<file path="src/rtl/dpi_flow_ctx_sched.sv">
// dpi_flow_ctx_sched: time-shares one DFA engine across byte streams with per-stream saved state
// Ports:
//   clk, rst_n                 clock, async active-low reset
//   req_vld/data/sop/eop       per-stream byte offer (stream i data at [8i+7:8i])
//   req_rdy                    per-stream byte accepted this cycle
//   eng_char, eng_char_vld     byte to the engine
//   eng_state, eng_state_vld   context load into the engine
//   eng_state_q, eng_accept    engine current state and accept flag
//   match_vld, match_id        registered accept tagged with owning stream
//   busy                       scheduler not idle
module dpi_flow_ctx_sched #(
    parameter int NUM_STREAMS = 4,
    parameter int SW          = 11,
    parameter int BURST       = 16,
    parameter int IDW         = 2
) (
    input  logic                     clk,
    input  logic                     rst_n,
    input  logic [NUM_STREAMS-1:0]   req_vld,
    input  logic [8*NUM_STREAMS-1:0] req_data,
    input  logic [NUM_STREAMS-1:0]   req_sop,
    input  logic [NUM_STREAMS-1:0]   req_eop,
    output logic [NUM_STREAMS-1:0]   req_rdy,
    output logic [7:0]               eng_char,
    output logic                     eng_char_vld,
    output logic [SW-1:0]            eng_state,
    output logic                     eng_state_vld,
    input  logic [SW-1:0]            eng_state_q,
    input  logic                     eng_accept,
    output logic                     match_vld,
    output logic [IDW-1:0]           match_id,
    output logic                     busy
);
    localparam int CW = $clog2(BURST + 1);
    typedef enum logic [1:0] {IDLE, LOAD, RUN, SAVE} state_t;
    state_t         st_q;
    logic [IDW-1:0] ptr_q, grant_q, match_id_q, pick;
    logic [CW-1:0]  cnt_q;
    logic [SW-1:0]  ctx_q [NUM_STREAMS];
    logic           last_eop_q, match_vld_q;
    logic           g_vld, g_sop, g_eop, acc, run_exit;
    logic [7:0]     g_data;
    assign g_vld  = req_vld[grant_q];
    assign g_sop  = req_sop[grant_q];
    assign g_eop  = req_eop[grant_q];
    assign g_data = req_data[8*grant_q +: 8];
    // a packet start may only open a grant; a later sop ends the burst unaccepted
    assign acc      = (st_q == RUN) && g_vld && !(g_sop && cnt_q != '0);
    assign run_exit = !acc || g_eop || cnt_q == CW'(BURST - 1);
    assign req_rdy       = acc ? NUM_STREAMS'(1) << grant_q : '0;
    assign eng_char_vld  = acc;
    assign eng_char      = acc ? g_data : 8'd0;
    assign eng_state_vld = st_q == LOAD;
    assign eng_state     = (st_q == LOAD && !g_sop) ? ctx_q[grant_q] : '0;
    assign match_vld     = match_vld_q;
    assign match_id      = match_id_q;
    assign busy          = st_q != IDLE;
    // round-robin: nearest requester at or after ptr wins
    always_comb begin
        pick = ptr_q;
        for (int k = NUM_STREAMS - 1; k >= 0; k--)
            if (req_vld[(int'(ptr_q) + k) % NUM_STREAMS]) pick = IDW'((int'(ptr_q) + k) % NUM_STREAMS);
    end
    always_ff @(posedge clk or negedge rst_n) begin
        if (!rst_n) begin
            st_q        <= IDLE;
            ptr_q       <= '0;
            grant_q     <= '0;
            cnt_q       <= '0;
            last_eop_q  <= 1'b0;
            match_vld_q <= 1'b0;
            match_id_q  <= '0;
            for (int i = 0; i < NUM_STREAMS; i++) ctx_q[i] <= '0;
        end else begin
            match_vld_q <= eng_char_vld && eng_accept;
            match_id_q  <= grant_q;
            case (st_q)
                IDLE: if (|req_vld) begin
                    grant_q <= pick;
                    st_q    <= LOAD;
                end
                LOAD: begin
                    cnt_q      <= '0;
                    last_eop_q <= 1'b0;
                    st_q       <= RUN;
                end
                RUN: begin
                    if (acc) begin
                        cnt_q      <= cnt_q + 1'b1;
                        last_eop_q <= g_eop;
                    end
                    if (run_exit) st_q <= SAVE;
                end
                default: begin
                    // a finished packet leaves a clean context for the next one
                    ctx_q[grant_q] <= last_eop_q ? '0 : eng_state_q;
                    ptr_q          <= (grant_q == IDW'(NUM_STREAMS - 1)) ? '0 : grant_q + 1'b1;
                    st_q           <= IDLE;
                end
            endcase
        end
    end
endmodule
</file>
<file path="config.mk">
export PLATFORM = sky130hd
export DESIGN_NAME = dpi_flow_ctx_sched
export DESIGN_NICKNAME = d
export VERILOG_FILES = /design/src/rtl/dpi_flow_ctx_sched.sv
export SDC_FILE = /design/constraint.sdc
export NUM_CORES = 1
export LEC_CHECK = 0
export ABC_AREA = 1
export BUFFER_PORTS_ARGS = -buffer_cell sky130_fd_sc_hd__buf_2
export CAP_MARGIN = 15
export CORE_MARGIN = 5
export CORE_UTILIZATION = 40
export DETAILED_ROUTE_END_ITERATION = 10
export SLEW_MARGIN = 10
export SYNTH_ARGS = -nofsm -noshare
export SYNTH_HDL_FRONTEND = slang
export SYNTH_SLANG_ARGS = --single-unit
</file>
<file path="constraint.sdc">
create_clock -name clk -period 4.43 [get_ports clk]
set_input_delay 0.2215 -clock clk [delete_from_list [all_inputs] [get_ports clk]]
set_output_delay 0.2215 -clock clk [all_outputs]
set_load 0.02 [all_outputs]
</file>
### Word level (Yosys, flattened, before mapping)

Cells that the tools add are included.

| word-level totals | value |
|---|---|
| bits in registers | 59 |
| logic and storage cells | 98 |
| output and inout bits | 29 |
| bits of input ports | 58 |

| cells by class | value |
|---|---|
| reduce and logical (&&, ||, !) cells | 23 |
| equal/unequal tests | 7 |
| multiplexer cells | 39 |
| shift-type cells | 2 |
| add/subtract/negate cells | 5 |
| bitwise logic cells | 4 |
| order comparisons | 7 |

Operator list:

| kind | number |
|---|---|
| two-way mux 11 bit | 5 |
| bitwise mux 44 bit | 1 |
| indexed part select 32 x 6 -> 8 bit | 1 |
| binary-select mux 11 bit (select 2 bit) | 1 |
| demux 11 bit (select 2 bit) | 1 |
| binary-select mux 1 bit (select 2 bit) | 7 |
| two-way mux 2 bit | 7 |
| less-than comparator 3 x 4 -> 1 bit (second input constant) | 3 |
| two-way mux 1 bit | 11 |
| case mux 5 bit (2 select lines) | 1 |
| two-way mux 8 bit | 1 |
| logical AND 1 bit | 6 |
| less-than comparator 2 x 3 -> 1 bit (second input constant) | 2 |
| inequality test 2 bit (second input constant) | 3 |
| case mux 2 bit (3 select lines) | 1 |
| AND reduction 2 bit | 3 |
| OR reduction 2 bit | 3 |
| adder 5 x 1 -> 5 bit (second input constant) | 1 |
| == test 5 x 4 -> 1 bit (second input constant) | 1 |
| two-way mux 5 bit | 1 |
| nonzero test 5 bit | 1 |
| adder 2 x 1 -> 2 bit (second input constant) | 2 |
| adder 2 bit (second input constant) | 2 |
| == test 2 bit (second input constant) | 2 |
| other kinds (14) | 20 |

### Depth between registers and ports, before layout

| logic depth | value |
|---|---|
| depth after elaboration | 10 |
| mapped depth | 12 |
| gate-level depth less buffers | 11 |

### Least setup slack after synthesis

OpenSTA, ideal clock, no wires.

| timing | value |
|---|---|
| path kind | register to output |
| from | reg grant_q[0] |
| to | out eng_state[2] |
| arrival time | 1.467 ns |
| buffers on the path | 3 |
| data required time | 4.208 ns |
| stages on the path, launching flop included | 7 |
| slack | 2.742 ns |
| path through | dfrtp_1 -> buf_6 -> buf_2 -> buf_2 -> a21oi_1 -> o21ai_0 -> a21oi_1 |

| on the way | value |
|---|---|
| longest elaborated chain between the ends | 5 |
| elaborated cells between the ends (all ways) | 9 |
| those cells by class | mux: 6; bitwise: 1; reduce/logical: 2 |

Ends and longest elaborated chain:

| element | RTL line | source |
|---|---|---|
| start, declared | 37 | `logic [IDW-1:0] ptr_q, grant_q, match_id_q, pick;` |
| start signal, assigned | 79 | `grant_q <= pick;` |
| inverter 2 -> 3 bit (implied by the code) / binary-select mux 1 bit (select 2 bit) (equally long branches) | 54, 44 |  |
| binary-select mux 11 bit (select 2 bit) / two-way mux 1 bit (equally long branches) | 54, 44 |  |
| two-way mux 11 bit (implied by the code) / zero test 1 bit (equally long branches) | 54 | `assign eng_state = (st_q == LOAD && !g_sop) ? ctx_q[grant_q] : '0;` |
| two-way mux 11 bit (implied by the code) / logical AND 1 bit (equally long branches) | 54 |  |
| two-way mux 11 bit * | 54 |  |
| end, declared | 26 | `output logic [SW-1:0] eng_state,` |

Mark *: on every way between the ends. The rest lies on a longest branch, timed or not. The select of a mux whose other input is x is not followed.

### Final worst setup path

| timing | value |
|---|---|
| from | reg grant_q[1] |
| to | out eng_state[10] |

The elaborated chain is that of the path after synthesis.

==> impl_metrics.env <==
export IMPL_dr_first_iter_drc_count=155
export IMPL_num_rows=34
export IMPL_coreArea_um2=8640
export IMPL_grt_setup_unrepaired="false"
export IMPL_drive_above_1_share_pct=20.5
export IMPL_r2r_start="grant_q[1]"
export IMPL_fillers=889
export IMPL_cp_start_kind="flop"
export IMPL_fmax_ghz=0.328
export IMPL_track_usage_pct=17.6
export IMPL_cts_max_level=3
export IMPL_clock_latency_ns=0.34
export IMPL_antenna_left=0
export IMPL_post_cts_buffers=0
export IMPL_gr_total_overflow=0
export IMPL_yosysTopAreaCell="dfrtp_1"
export IMPL_first_global_vias=3266
export IMPL_path_clk_slew_ns=0.07
export IMPL_port_buffers=86
export IMPL_grt_pass1_wl_um=15700
export IMPL_yosysTopAreaCellShare_pct=41.9
export IMPL_cts_hold_buffers=0
export IMPL_final_cell_mix="nand2_1 (151), buf_2 (86), o21ai_0 (64), inv_1 (60), dfrtp_1 (59)"
export IMPL_relSlewSlack_pct=32.7
export IMPL_cts_buffers=9
export IMPL_tns_ns=0
export IMPL_setup_viol=0
export IMPL_detail_route_wl_per_cell_um=13.7
export IMPL_viasPerCell=4.89
export IMPL_yosysSeqAreaShare_pct=41.9
export IMPL_path_delay_family="flip-flops"
export IMPL_crit_path_start="grant_q[1]"
export IMPL_firstDrtPassIters=5
export IMPL_worstMarginPinSlew_ns=1.01
export IMPL_ys_top_cells_by_area="dfrtp_1 (42%), nand2_1 (16%), o21ai_0 (9.1%), inv_1 (6.4%), a21oi_1 (5.7%)"
export IMPL_leakage_nw=2.30
export IMPL_cts_tree="built"
export IMPL_synth_nets=576
export IMPL_grt_max_degree=60
export IMPL_synthCells=507
export IMPL_ys_types=25
export IMPL_fin_skew_ns=0.0104
export IMPL_period_share_pct=68.7
export IMPL_power_w=0.00292
export IMPL_ios=87
export IMPL_dpl_hpwl_um=6480
export IMPL_die_y_um=104
export IMPL_place_gp_congestion=0.803
export IMPL_synthToLayoutAreaGrowth_pct=19.7
export IMPL_critPathSlowestCell="dfrtp_1"
export IMPL_whs_ns=0.0219
export IMPL_synthesis_area_um2=3520
export IMPL_numClockSinks=59
export IMPL_hold_violations=0
export IMPL_slew_viol_final=0
export IMPL_cp_arrival_ns=2.82
export IMPL_final_common_cell="nand2_1"
export IMPL_crit_buf_inv=2
export IMPL_layout_min_cycle_time_ns=3.05
export IMPL_outcome="completed"
export IMPL_start_util_pct=40.8
export IMPL_clk_path_buf_depth=2
export IMPL_drv_cap=0
export IMPL_drc=0
export IMPL_nets=649
export IMPL_die_w_um=104
export IMPL_worst_path_max_fanout=27
export IMPL_antenna_cells=0
export IMPL_ir_drop_uv=336
export IMPL_antenna_found_initial=0
export IMPL_crit_chain="inv_2 -> nand3_1 -> nand2_1 -> nand2_1 -> a21oi_1 -> buf_2"
export IMPL_path_common_cell="nand2_1"
export IMPL_syn_area_per_cell_um2=6.94
export IMPL_yosys_register_bits=59
export IMPL_cts_resized=0
export IMPL_power_density_nw_per_um2=693
export IMPL_yosysWarnings=0
export IMPL_vias=3391
export IMPL_wl_um=9480
export IMPL_hold_path_class="in2async"
export IMPL_dieArea_um2=10800
export IMPL_post_place_cells=677
export IMPL_regArea_um2=1480
export IMPL_cts_root_buf="clkbuf_8"
export IMPL_cp_end_kind="output pin"
export IMPL_stdcell_count=693
export IMPL_path_class="reg2out"
export IMPL_critPathRequiredTime_ns=4.21
export IMPL_cp_slowest_stage_delay_ns=1.01
export IMPL_multi_input_area_um2=1680
layer usage:
layer / track usage, % / part of all wire (%) / vias to the layer above
met2: 29.4 / 50 / 70
met1: 22.7 / 45 / 1573
met4: 3.79 / 0.76 / 0
met3: 5.16 / 4.7 / 8
met5: 0 / 0 / -
li1: - / - / 1740
cells by family (layout without fill, tap and decap cells):
| kind of cell | after synthesis | count (layout) | share of synthesized area [%] |
|---|---|---|---|
| compound gates | 115 | 115 | 17.1 |
| xor+xnor | 2 | 2 | 0.498 |
| fa+ha+maj | 11 | 11 | 3.91 |
| buf+inv | 89 | 167 | 10.3 |
| flops | 59 | 59 | 41.9 |
| simple gates | 231 | 231 | 26.2 |
through the flow:
step	cell area (um^2)	setup WS, ns	util, %
after detailed placement	3980	1.73	46.0
after CTS	4210	1.42	48.8
final	4210	1.38	48.8
after global placement	3980	1.82	46.0
after floorplan	3520	2.74	-
after global routing	4210	1.22	48.8
Yosys cell counts:
cell and instances:
nand2_1 151, o21ai_0 64, inv_1 60, dfrtp_1 59
nor2_1 49, a21oi_1 40, nand3_1 21, clkbuf_1 15
ha_1 11, buf_2 8, a21oi_2 6, nor2_2 5
inv_2 3, buf_6 2, o21ai_1 2, xor2_1 2
a31oi_1 1, and3_1 1, buf_4 1, nand2_2 1
nand2_4 1, nand4_1 1, o211ai_1 1, o22ai_1 1
or2_2 1
flip-flops by register name (all words and copies together) (netlist names):
| name | cells |
|---|---|
| last_eop_q | 1 |
| grant_q | 2 |
| ctx_q | 44 |
| match_vld | 1 |
| ptr_q | 2 |
| cnt_q | 5 |
| match_id | 2 |
| st_q | 2 |
power by group:
group          internal, W  switching (W)  total [W]  leakage (nW)
clock network     0.000364       0.000217   0.000581         0.120
logic             0.000451       0.000930    0.00138          1.46
registers         0.000787       0.000171   0.000958         0.729
area by class of cell:
class | instances | area share (%)
inverters | 63 | 5.61
multi-input cells | 359 | 39.9
flip-flops and latches | 59 | 35.0
clock buffers | 13 | 4.01
repair buffers | 88 | 10.6
well taps | 108 | 3.21
clock inverters | 3 | 1.63
final timing paths:
check	to	slack [ns]	cells past startpoint
worst max-delay path	eng_state[10]	1.38	6
worst min-delay path	ctx_q[4]	0.02	2
worst max register to register	ctx_q[38]	1.68	6
worst min register to register	ctx_q[9]	0.48	2
max in group asynchronous	ptr_q[1]	3.89	2
min in group clk	match_vld	0.10	3
No activity file was read; power rests on OpenSTA's default activity.
